**src/rtl/polling_controller.sv**
```systemverilog
// polling_controller: LTSSM Polling sub-state sequencer with ordered-set tx handshake and per-lane TS run counting
module polling_controller #(
  parameter int NUM_LANES      = 1,
  parameter int TX_TS1_MIN     = 1024,
  parameter int RX_CONSEC      = 8,
  parameter int TX_TS2_AFTER   = 16,
  parameter int TIMEOUT_CYCLES = 24000
) (
  input  logic                 clk_i,
  input  logic                 rst_ni,
  input  logic                 start_i,
  input  logic                 abort_i,
  input  logic                 compliance_en_i,
  input  logic [NUM_LANES-1:0] lanes_detected_i,
  input  logic [NUM_LANES-1:0] rx_ts1_i,
  input  logic [NUM_LANES-1:0] rx_ts2_i,
  input  logic [NUM_LANES-1:0] rx_other_i,
  output logic                 tx_os_req_o,
  output logic [1:0]           tx_os_type_o,
  input  logic                 tx_os_ack_i,
  output logic [2:0]           state_o,
  output logic                 done_o,
  output logic                 fail_o
);
  localparam int TXMAX = TX_TS1_MIN > TX_TS2_AFTER ? TX_TS1_MIN : TX_TS2_AFTER;
  localparam int TW = $clog2(TXMAX + 1);
  localparam int RW = $clog2(RX_CONSEC + 1);
  localparam int MW = $clog2(TIMEOUT_CYCLES + 1);
  typedef enum logic [2:0] {
    IDLE       = 3'd0,
    ACTIVE     = 3'd1,
    COMPLIANCE = 3'd2,
    CONFIG     = 3'd3,
    DONE       = 3'd4,
    FAIL       = 3'd5
  } state_t;
  state_t state, state_n;
  logic [NUM_LANES-1:0] mask, run_ok;
  logic [TW-1:0] txcnt;
  logic [MW-1:0] timer;
  logic seen_ts2, timeout, busy, counting, entry, clr, tx_inc, all_ok, any_ok, tx_min_ok, tx_after_ok;
  assign busy        = state == ACTIVE || state == COMPLIANCE || state == CONFIG;
  assign counting    = state == ACTIVE || state == CONFIG;
  assign timeout     = timer == MW'(TIMEOUT_CYCLES - 1);
  assign entry       = state_n != state;
  assign clr         = entry && (state_n == ACTIVE || state_n == CONFIG);
  assign all_ok      = &(run_ok | ~mask);
  assign any_ok      = |(run_ok & mask);
  assign tx_min_ok   = txcnt >= TW'(TX_TS1_MIN);
  assign tx_after_ok = txcnt >= TW'(TX_TS2_AFTER);
  // In CONFIG the tx count only starts once a TS2 has been seen on some lane
  assign tx_inc      = busy && tx_os_ack_i && (state != CONFIG || seen_ts2) && txcnt != '1;
  assign tx_os_req_o  = busy;
  assign tx_os_type_o = state == COMPLIANCE ? 2'd2 : state == CONFIG ? 2'd1 : 2'd0;
  assign state_o      = state;
  assign done_o       = state == DONE;
  assign fail_o       = state == FAIL;
  always_comb begin
    state_n = state;
    case (state)
      IDLE:       if (start_i) state_n = |lanes_detected_i ? ACTIVE : FAIL;
      ACTIVE:     if (tx_min_ok && all_ok) state_n = CONFIG;
                  else if (timeout) state_n = tx_min_ok && any_ok ? CONFIG : compliance_en_i ? COMPLIANCE : FAIL;
      COMPLIANCE: if (|(rx_ts1_i & mask)) state_n = ACTIVE;
      CONFIG:     if (all_ok && tx_after_ok) state_n = DONE;
                  else if (timeout) state_n = FAIL;
      default:    state_n = IDLE;
    endcase
    if (abort_i) state_n = IDLE;
  end
  always_ff @(posedge clk_i or negedge rst_ni)
    if (!rst_ni) state <= IDLE;
    else state <= state_n;
  always_ff @(posedge clk_i or negedge rst_ni)
    if (!rst_ni) begin
      mask     <= '0;
      timer    <= '0;
      txcnt    <= '0;
      seen_ts2 <= 1'b0;
    end else begin
      if (state == IDLE && start_i && !abort_i) mask <= lanes_detected_i;
      timer    <= entry ? '0 : busy && !timeout ? timer + MW'(1) : timer;
      txcnt    <= clr ? '0 : tx_inc ? txcnt + TW'(1) : txcnt;
      seen_ts2 <= clr ? 1'b0 : seen_ts2 | (state == CONFIG && |(rx_ts2_i & mask));
    end
  for (genvar g = 0; g < NUM_LANES; g++) begin : g_lane
    logic [RW-1:0] run;
    logic inc, brk;
    assign inc = state == ACTIVE ? rx_ts1_i[g] | rx_ts2_i[g] : state == CONFIG && rx_ts2_i[g];
    // A malformed OS always breaks the run; in CONFIG a TS1 does too
    assign brk = counting && (rx_other_i[g] || (state == CONFIG && rx_ts1_i[g] && !rx_ts2_i[g]));
    assign run_ok[g] = run >= RW'(RX_CONSEC);
    always_ff @(posedge clk_i or negedge rst_ni)
      if (!rst_ni) run <= '0;
      else if (clr) run <= '0;
      else if (mask[g] && brk) run <= '0;
      else if (mask[g] && inc && run != '1) run <= run + RW'(1);
  end
endmodule
```
**config.mk**
```make
export PLATFORM = sky130hd
export DESIGN_NAME = polling_controller
export DESIGN_NICKNAME = d
export VERILOG_FILES = /design/src/rtl/polling_controller.sv
export SDC_FILE = /design/constraint.sdc
export NUM_CORES = 1
export LEC_CHECK = 0
export ABC_AREA = 1
export ABC_CLOCK_PERIOD_IN_PS = 3390
export CAP_MARGIN = 10
export CELL_PAD_IN_SITES_DETAIL_PLACEMENT = 1
export CELL_PAD_IN_SITES_GLOBAL_PLACEMENT = 2
export CORE_ASPECT_RATIO = 1.2
export CORE_MARGIN = 3
export CORE_UTILIZATION = 36
export DETAILED_ROUTE_END_ITERATION = 8
export PLACE_DENSITY_LB_ADDON = 0.1
export REMOVE_ABC_BUFFERS = 1
export SLEW_MARGIN = 20
export SYNTH_ARGS = -nofsm -noshare
export SYNTH_HDL_FRONTEND = slang
export SYNTH_SLANG_ARGS = --single-unit
```
**constraint.sdc**
```tcl
create_clock -name clk_i -period 3.39 [get_ports clk_i]
set_clock_uncertainty 0.05 [all_clocks]
set_input_delay 0.339 -clock clk_i [delete_from_list [all_inputs] [get_ports clk_i]]
set_output_delay 0.339 -clock clk_i [all_outputs]
set_load 0.02 [all_outputs]
```
==> Word level (Yosys, flattened, before mapping) <==
Index checks and enable logic that the tools add are counted.
{ "word_totals": {"out_inout_bits": 8, "word_cells": 84, "regBits": 35} }
{ "classes": {"n_addsub": 3, "n_reduce_logical": 31, "n_lt_le_gt_ge": 3, "n_bitwise": 7, "eq_ne": 12, "muxes": 22} }
{ "op_table": {"columns": ["operator", "count"], "rows": [
  ["2-to-1 mux 15 bit", 2],
  ["2-to-1 mux 3 bit", 10],
  ["2-to-1 mux 11 bit", 2],
  ["logical AND 1 bit", 18],
  ["adder 15 x 1 -> 15 bit, second input constant", 1],
  ["equality test 15 bit, second input constant", 1],
  ["2-to-1 mux 4 bit", 3],
  ["case mux 3 bit (4 select lines)", 1],
  ["adder 11 x 1 -> 11 bit, second input constant", 1],
  ["greater-or-equal comparator 11 bit, second input constant", 1],
  ["greater-or-equal comparator 11 x 5 -> 1 bit, second input constant", 1],
  ["inequality test 11 bit, second input constant", 1],
  ["equality test 3 x 2 -> 1 bit, second input constant", 3],
  ["equality test 3 x 1 -> 1 bit, second input constant", 2],
  ["equality test 3 bit, second input constant", 2],
  ["logical OR 1 bit", 6],
  ["adder 4 x 1 -> 4 bit, second input constant", 1],
  ["greater-or-equal comparator 4 bit, second input constant", 1],
  ["inequality test 4 bit, second input constant", 1],
  ["nonzero test 2 bit", 2],
  ["bitwise AND 1 bit", 3],
  ["zero test 1 bit", 3],
  ["zero test 3 bit", 1],
  ["2-to-1 mux 1 bit", 3],
  ["6 further kinds", 8]
]} }

==> Logic depth before layout (Yosys ltp) <==
Gate-level depths: netlist of the first run.
{ "logic_depth": {"word_depth": 12, "depth_mapped": 16} }

==> Worst setup path after synthesis of the first run <==
OpenSTA, ideal clock, no wires.
{ "synth_path": {"path_kind": "register to register", "from": "reg state[1] (netlist: state_o[1])", "to": "reg timer[11]", "path_stages_with_launch": 15, "path_buffers": 2, "required_time_ns": 3.266, "setup_slack_ns": 1.251, "synth_period_minus_slack_ns": 2.139, "setup_time_ns": 0.074, "arrival_ns": 2.015, "cell_sequence": "dfrtp_1 buf_2 inv_1 nor3_2 inv_1 nor3_1 nor2_1 nand2_1 nand2_1 nand2_1 nand3_2 nor2_2 buf_4 nand2_4 o21ai_2"} }
{ "synth_between": {"elab_chain_len": 6, "word_cells_on_any_way": 18, "cone_classes": "4 x eq/ne; 9 x mux; 5 x reduce/logical"} }
{ "synth_rtl": {"columns": ["element", "line_no", "text"], "rows": [
  ["start, declared", "37", "state_t state, state_n;"],
  ["start signal, assigned", "73", "else state <= state_n;"],
  ["2-to-1 mux 3 bit, on equally long branches", "66, 63", null],
  ["2-to-1 mux 3 bit, on equally long branches", "65, 62", null],
  ["case mux 3 bit (4 select lines)", "60", "case (state)"],
  ["2-to-1 mux 3 bit", "69", "if (abort_i) state_n = IDLE;"],
  ["inequality test 3 bit", "45", "assign entry = state_n != state;"],
  ["2-to-1 mux 15 bit / nonzero test 2 bit (equally long branches)", null, null],
  ["end signal, assigned", "82", "timer <= entry ? '0 : busy && !timeout ? timer + MW'(1) : timer;"],
  ["end, declared", "40", "logic [MW-1:0] timer;"]
]} }
Parallel ways exist; a longest one is shown, timed or not.
A chain may end at the register's enable or synchronous reset.

==> Worst setup path after layout of the first run <==
{ "layout_path": {"from": "reg timer[0]", "to": "reg txcnt[1]"} }
{ "layout_between": {"elab_chain_len": 9, "word_cells_on_any_way": 14, "cone_classes": "4 x eq/ne; 7 x mux; 3 x reduce/logical"} }
{ "layout_rtl": {"columns": ["element", "line_no", "text"], "rows": [
  ["equality test 15 bit (*)", "44", "assign timeout = timer == MW'(TIMEOUT_CYCLES - 1);"],
  ["2-to-1 mux 3 bit, on equally long branches", "66, 63", null],
  ["2-to-1 mux 3 bit, on equally long branches", "65, 62", null],
  ["case mux 3 bit (4 select lines) (*)", "60", null],
  ["2-to-1 mux 3 bit (*)", "69", null],
  ["equality test 3 x 1 -> 1 bit / equality test 3 x 2 -> 1 bit (equally long branches)", "46", "assign clr = entry && (state_n == ACTIVE || state_n == CONFIG);"],
  ["logical OR 1 bit", "46", null],
  ["logical AND 1 bit (*)", "46", null],
  ["2-to-1 mux 11 bit / nonzero test 2 bit (equally long branches)", null, null],
  ["end signal, assigned", "83", "txcnt <= clr ? '0 : tx_inc ? txcnt + TW'(1) : txcnt;"],
  ["end, declared", "39", "logic [TW-1:0] txcnt;"]
]} }
Mark *: on every way between the ends. The rest lies on a longest branch, timed or not.

==> implementation parameters, run 1 <==
Parameter                              Value

Detailed routing
  Routed wire length per instance ... 14.1 um
  Post-route DRC ... 0
  Antenna-violating nets left ... 0
  Overall via count from detail_route ... 1,975
  Total routed wirelength ... 5.75 mm
  Via density per instance ... 4.83
  Initial drt markers ... 47
  Iteration count of the initial detailed-routing pass ... 4

Floorplanning
  Placeable core region ... 5820 um2
  Die height ... 92.4 um
  DIE WIDTH ... 78.0 um
  Number of placement rows ... 30
  Count of pins on the block boundary ... 18
  Full die area ... 7200 um2
  Initial cell density of the core ... 0.385

Power and ir drop
  IR Drop Worst-Case VDD ... 0.209 mV
  Power density cells ... 412 nW/um2
  Cell leakage power ... 1.23 nW

STA
  Final period util ... 0.775
  Final setup fails ... 0
  RSZ-0062 raised after global routing ... no
  Final number of hold-violating endpoints ... 0
  Measured slew at the worst slew-check pin ... 817 ps
  Slew Limit Fails ... 0
  Worst hold slack ... 80.4 ps
  Minimum clock period ... 2630 ps
  Aggregate negative setup slack ... 0 ps
  Maximum clock frequency ... 0.381 GHz
  Max_slew headroom ... 0.455

Clock tree
  Clock slew at the register clock pins of the worst setup and hold paths ... 80 ps
  CTS sink count ... 35
  Post-CTS Resized ... 0
  Cell at the root of the clock tree ... sky130_fd_sc_hd__clkbuf_8
  TritonCTS clock tree ... done
  Post-CTS setup-driven buffer insertion count ... 0
  H-tree depth ... 2
  Number of hold-repair buffers added at the cts stage ... 0
  Clock insertion delay at the later pin of the skew report ... 290 ps
  Number of buffers on the longest clock path ... 2
  Number of CTS-inserted buffers ... 5

Setup path
  Required time at the worst-slack endpoint ... 3560 ps
  Critical path class ... flip-flop to flip-flop
  Highest fanout seen on the critical path ... 11
  Origin of the worst setup path ... timer[0]
  R2r startpoint ... timer[0]
  R2R Path End ... txcnt[1]
  Critical path data arrival time ... 2790 ps
  Register-to-register path setup slack ... 760 ps
  Worst Reg-to-Reg Cells ... 14
  Kind of start point of the critical path ... flip-flop
  CP endpoint kind ... flip-flop

Global routing
  GRT overflow ... 0
  Pin count of the biggest net entering global routing ... 36
  Initial antenna violation count ... 0
  Global-route wire length before repair ... 9.76 mm
  Via count of the first global-routing pass ... 2,069
  Global Route Usage Sum ... 0.173

Hold path
  Classification of the worst-slack hold path ... input port to asynchronous set/reset pin

Yosys
  Ys Warns ... 0
  Fraction of registers with async set/reset ... 1.00
  Mean cell area of the mapped netlist ... 7.31 um2
  Netlist area before placement ... 2240 um2
  Biggest area consumer among synthesized cells ... sky130_fd_sc_hd__dfrtp_1
  Dominant synthesized flop cell ... sky130_fd_sc_hd__dfrtp_1
  Largest cells by area after synthesis ... sky130_fd_sc_hd__dfrtp_1, sky130_fd_sc_hd__nand2_1, sky130_fd_sc_hd__nor2_1
  Number of distinct standard cells referenced by the synthesized netlist ... 31
  Number of enable-type register cells in the synthesized netlist ... 0
  Synth top area share ... 0.391
  Instance count of the mapped netlist ... 306
  Flop and latch count out of synthesis ... 35
  Sequential-to-total area share from yosys stat ... 0.391

Layout
  Most frequent standard cell in the layout excluding fill and tap cells ... sky130_fd_sc_hd__nand2_1
  Cell Count, Final, Fillers Out ... 409
  Commonest cells after routing, fill and taps aside ... sky130_fd_sc_hd__nand2_1, sky130_fd_sc_hd__nor2_1, sky130_fd_sc_hd__inv_1
  Share of final-layout standard cells stronger than drive strength 1 ... 0.0851
  Number of antenna diodes ... 0
  Number of nets in the layout ... 343
  P&R area growth vs syn ... 16.3%

Place
  Placed wire-length estimate after detailed placement ... 4.44 mm
  Post-placement cell count ... 401
  Number of input and output port buffers inserted ... 17
  Placer congestion estimate ... 0.808

Outcome
  Outcome ... complete, no violations

Run
  # Max-Cap Violations ... 0
-- metrics by stage --
step / utilization / instance area [um2] / worst slack, ps / power, mW
finish: 0.447 / 2600 / 764 / 1.07
global placement: 0.428 / 2490 / 909 / 0.698
global route: 0.447 / 2600 / 425 / 1.15
detailed placement: 0.428 / 2490 / 792 / 0.701
floorplan: - / 2220 / 1040 / 0.631
CTS: 0.447 / 2600 / 755 / 1.10
-- power breakdown --
part           switching, mW  internal [mW]  total [mW]  leakage [nW]
clock network          0.165          0.219       0.384        0.0581
logic                  0.118         0.0692       0.187         0.690
registers             0.0420          0.459       0.501         0.479
-- cell type report --
class / instances / area, um2
clock inverter: 3 / 43.8
timing repair buffer: 18 / 173
fill: 739 / 3220
inverter: 48 / 180
multi-input combinational: 220 / 1160
clock buffer: 5 / 68.8
sequential: 35 / 876
tap: 80 / 100
-- critical path, stage by stage, from the launching register on --
cell                      delay (ps)
sky130_fd_sc_hd__dfrtp_1         410
sky130_fd_sc_hd__ha_1            240
sky130_fd_sc_hd__nand3_1         150
sky130_fd_sc_hd__nor2_2          220
sky130_fd_sc_hd__nand2_1         140
sky130_fd_sc_hd__nand2_1         120
sky130_fd_sc_hd__nand3_1          80
sky130_fd_sc_hd__nand2_1          70
sky130_fd_sc_hd__nand2_1          70
sky130_fd_sc_hd__nand3_1          90
sky130_fd_sc_hd__nand3_2          90
sky130_fd_sc_hd__nor2_2          410
sky130_fd_sc_hd__nor2_1           80
sky130_fd_sc_hd__buf_4           190
sky130_fd_sc_hd__a21oi_1         130
-- cells in the mapped netlist, types with 5 or more instances --
library cell	instances
sky130_fd_sc_hd__dfrtp_1	35
sky130_fd_sc_hd__ha_1	5
sky130_fd_sc_hd__inv_1	44
sky130_fd_sc_hd__nand2_1	60
sky130_fd_sc_hd__nand3_1	26
sky130_fd_sc_hd__nand4_1	7
sky130_fd_sc_hd__nor2_1	54
sky130_fd_sc_hd__nor3_1	9
sky130_fd_sc_hd__o21ai_0	6
sky130_fd_sc_hd__o21ai_2	5
sky130_fd_sc_hd__xor2_1	20
-- registers in the layout (all words and copies together) (netlist names) --
register    flops
g_lane.run      4
mask            1
timer          15
state_o         3
seen_ts2        1
txcnt          11
-- cell families (layout without fill, tap and decap cells) --
logic type,Yosys count,count (layout),synth area share
AOI/OAI and AO/OA,25,25,0.0755
xor gates and xnor gates,21,21,0.0822
adders and majority gates,5,5,0.0280
buffers and inverters,51,74,0.0895
DFF,35,35,0.391
and+or+nand+nor,169,169,0.333
-- metal layers --
layer / up-vias / track usage / share of wire
li1: 1010 / - / -
met1: 935 / 0.194 / 0.43
met2: 19 / 0.318 / 0.53
met3: 11 / 0.0302 / 0.018
met4: 0 / 0.0758 / 0.024
met5: - / 0 / 0
-- worst max-delay path by stage --
stage | slack [ps] | to | depth (start not counted)
floorplan | 1040 | txcnt[1] | 12
global placement | 910 | txcnt[1] | 14
detailed placement | 790 | txcnt[1] | 14
CTS | 760 | txcnt[1] | 14
global route | 430 | txcnt[1] | 14
finish | 760 | txcnt[1] | 14
Note: power is estimated with default switching activity, not from simulation.
==> run 2, diff against run 1 <==
Settings changed: ABC_CLOCK_PERIOD_IN_PS 3390 to 2400, CORE_UTILIZATION 36 to 30.
Clock period 3.39 ns to 2.4 ns, I/O delays scaled along.
==> run 2 against run 1 <==
Against the previous run: worst setup slack worse by 600 ps; critical path type is now flip-flop to output port; cell area is 2.7% higher; critical endpoint is now tx_os_type_o[0]; die area is 19% higher; the flow now finishes with violations (hold timing); combinational power is 53% higher.
==> implementation parameters, run 2 (synthesis results as in run 1) <==
Parameter                              Value

Power and ir drop
  Internal power ... 0.983 mW (was 0.747 mW)
  IR Drop Worst-Case VDD ... 0.241 mV (was 0.209 mV)
  Switching share of power ... 0.318 (was 0.303)
  Power density cells ... 540 nW/um2 (was 412 nW/um2)
  Switching pwr ... 0.459 mW (was 0.325 mW)
  Cell leakage power ... 1.26 nW (was 1.23 nW)
  Share of total power in combinational logic ... 0.198 (was 0.175)
  Clock network power share ... 0.310 (was 0.358)
  Part of the power in registers ... 0.491 (was 0.467)

Global routing
  Global Route Usage Sum ... 0.162 (was 0.173)
  GRT overflow ... 0 (unchanged)
  Pin count of the biggest net entering global routing ... 36 (unchanged)
  Via count of the first global-routing pass ... 2,327 (was 2,069)
  Global-route wire length before repair ... 11.1 mm (was 9.76 mm)
  Initial antenna violation count ... 0 (unchanged)

Detailed routing
  Post-route DRC ... 0 (unchanged)
  Via density per instance ... 4.85 (was 4.83)
  Overall via count from detail_route ... 2,056 (was 1,975)
  Antenna-violating nets left ... 0 (unchanged)
  Initial drt markers ... 42 (was 47)
  Iteration count of the initial detailed-routing pass ... 4 (unchanged)
  Routed wire length per instance ... 14.9 um (was 14.1 um)
  Total routed wirelength ... 6.32 mm (was 5.75 mm)

Layout
  Leading registers by flop count ... timer: 15 flops, txcnt: 11 flops, g_lane.run: 4 flops (unchanged)
  Number of nets in the layout ... 352 (was 343)
  Commonest cells after routing, fill and taps aside ... sky130_fd_sc_hd__nand2_1, sky130_fd_sc_hd__nor2_1, sky130_fd_sc_hd__inv_1 (unchanged)
  Number of antenna diodes ... 0 (unchanged)
  Share of final-layout standard cells stronger than drive strength 1 ... 0.116 (was 0.0851)
  Final design area excluding fillers ... 2670 um2 (was 2600 um2)
  Most frequent standard cell in the layout excluding fill and tap cells ... sky130_fd_sc_hd__nand2_1 (unchanged)
  Number of flip-flops in the largest register ... 15 (unchanged)
  Largest reg by FF count ... timer (unchanged)
  P&R area growth vs syn ... 19.5% (was 16.3%)

Outcome
  Violated checks ... hold timing
  Outcome ... finished, violations left (was complete, no violations)

Hold path
  Classification of the worst-slack hold path ... input port to asynchronous set/reset pin (unchanged)

Place
  Pre-CTS WS ... 126 ps (was 792 ps)
  Placed Area ... 2540 um2 (was 2490 um2)
  Number of input and output port buffers inserted ... 17 (unchanged)
  Placer congestion estimate ... 0.814 (was 0.808)
  Placed wire-length estimate after detailed placement ... 4.96 mm (was 4.44 mm)

Setup path
  Kind of start point of the critical path ... flip-flop (unchanged)
  Required time at the worst-slack endpoint ... 2110 ps (was 3560 ps)
  Highest fanout seen on the critical path ... 6 (was 11)
  Critical path class ... flip-flop to output port (was flip-flop to flip-flop)
  Critical path data arrival time ... 1950 ps (was 2790 ps)
  CP endpoint kind ... output port (was flip-flop)

STA
  Final setup margin ... 165 ps (was 764 ps)
  Max_slew headroom ... 0.439 (was 0.455)
  Measured slew at the worst slew-check pin ... 841 ps (was 817 ps)
  Worst hold slack ... -8.37 ps (was 80.4 ps)
  Final period util ... 0.931
  Maximum clock frequency ... 0.447 GHz
  Final number of hold-violating endpoints ... 7 (was 0)
  Minimum clock period ... 2240 ps
  RSZ-0062 raised after global routing ... no (unchanged)
  Slew Limit Fails ... 0 (unchanged)
  Final setup fails ... 0 (unchanged)
  Aggregate negative setup slack ... 0 ps (unchanged)

Clock tree
  CTS sink count ... 35 (unchanged)
  Number of CTS-inserted buffers ... 5 (unchanged)
  Clock insertion delay at the later pin of the skew report ... 290 ps (about the same)
  TritonCTS clock tree ... done (unchanged)
  Clock slew at the register clock pins of the worst setup and hold paths ... 80 ps (about the same)
  Cell at the root of the clock tree ... sky130_fd_sc_hd__clkbuf_8 (unchanged)
  Number of buffers on the longest clock path ... 2 (unchanged)
  H-tree depth ... 2 (unchanged)

Floorplanning
  Number of placement rows ... 33 (was 30)
  Count of pins on the block boundary ... 18 (unchanged)
  Die height ... 101 um (was 92.4 um)
  DIE WIDTH ... 84.8 um (was 78.0 um)
  Initial cell density of the core ... 0.319 (was 0.385)
  Placeable core region ... 7020 um2 (was 5820 um2)
  Full die area ... 8530 um2 (was 7200 um2)

Run
  # Max-Cap Violations ... 0 (unchanged)
## run 2: changes by cell type in the layout (fill, tap and decap cells not counted), sizes merged
cell    previous run  this run
buf                2        11
bufinv             1         0
clkbuf             5         6
clkinv             2         1
## run 2: layout make-up
cell class / instances / area [um2]
well taps: 87 / 109
repair buffers: 27 / 244
inverters: 48 / 180
multi-input cells: 220 / 1180
clock buffers: 6 / 82.6
clock inverters: 1 / 5.00
flip-flops and latches: 35 / 876
fillers: 895 / 4350
## run 2: what timing repair did
item,4_1_cts,5_1_grt
buffers inserted,0,4
endpoints found under the setup margin,0,30
hold buffers,0,0
hold endpoints to repair,0,0
resized for setup,0,5
## run 2: power by group through the flow
| stage | combinational [mW] | sequential [mW] | clock (mW) |
|---|---|---|---|
| after detailed placement | 0.295 | 0.720 | 0 |
| final | 0.286 | 0.709 | 0.448 |
| after CTS | 0.296 | 0.710 | 0.468 |
| after global placement | 0.283 | 0.721 | 0 |
| after floorplan | 0.184 | 0.707 | 0 |
| after global routing | 0.336 | 0.719 | 0.491 |
## run 2: per-stage QoR
stage          hold WS [ps]  utilization  power, mW  std cells
2_1_floorplan          -106            -      0.891        303
3_3_place_gp            349        0.361       1.00        413
3_5_place_dp            350        0.361       1.01        413
4_1_cts                25.1        0.374       1.47        420
5_1_grt                54.3        0.381       1.55        424
6_report              -8.37        0.381       1.44        424
## run 2: final timing paths
kind / slack, ps / end / start / cells past startpoint
worst max-delay path: 160 / tx_os_type_o[0] / state_o[2] / 5
worst min-delay path: -8 / timer[14] / rst_ni / 1
worst max register to register: 220 / timer[14] / timer[1] / 15
worst min register to register: 470 / seen_ts2 / seen_ts2 / 2
max in group asynchronous: 1770 / mask / rst_ni / 1
min in group clk_i: 470 / seen_ts2 / seen_ts2 / 2
## run 2: layer usage
layer	share of wire	global-route usage	vias up	wire length [um]
met1	0.41	0.176	995	2580
met4	0.019	0.0548	0	117
li1	-	-	1030	-
met2	0.55	0.312	21	3490
met3	0.022	0.0270	10	141
met5	0	0	-	0
## run 2: critical path: stages, from the launching register on
cell	delay (ps)
sky130_fd_sc_hd__dfrtp_1	470
sky130_fd_sc_hd__inv_1	150
sky130_fd_sc_hd__nand3_1	170
sky130_fd_sc_hd__inv_2	150
sky130_fd_sc_hd__buf_4	120
sky130_fd_sc_hd__clkdlybuf4s50_1	590
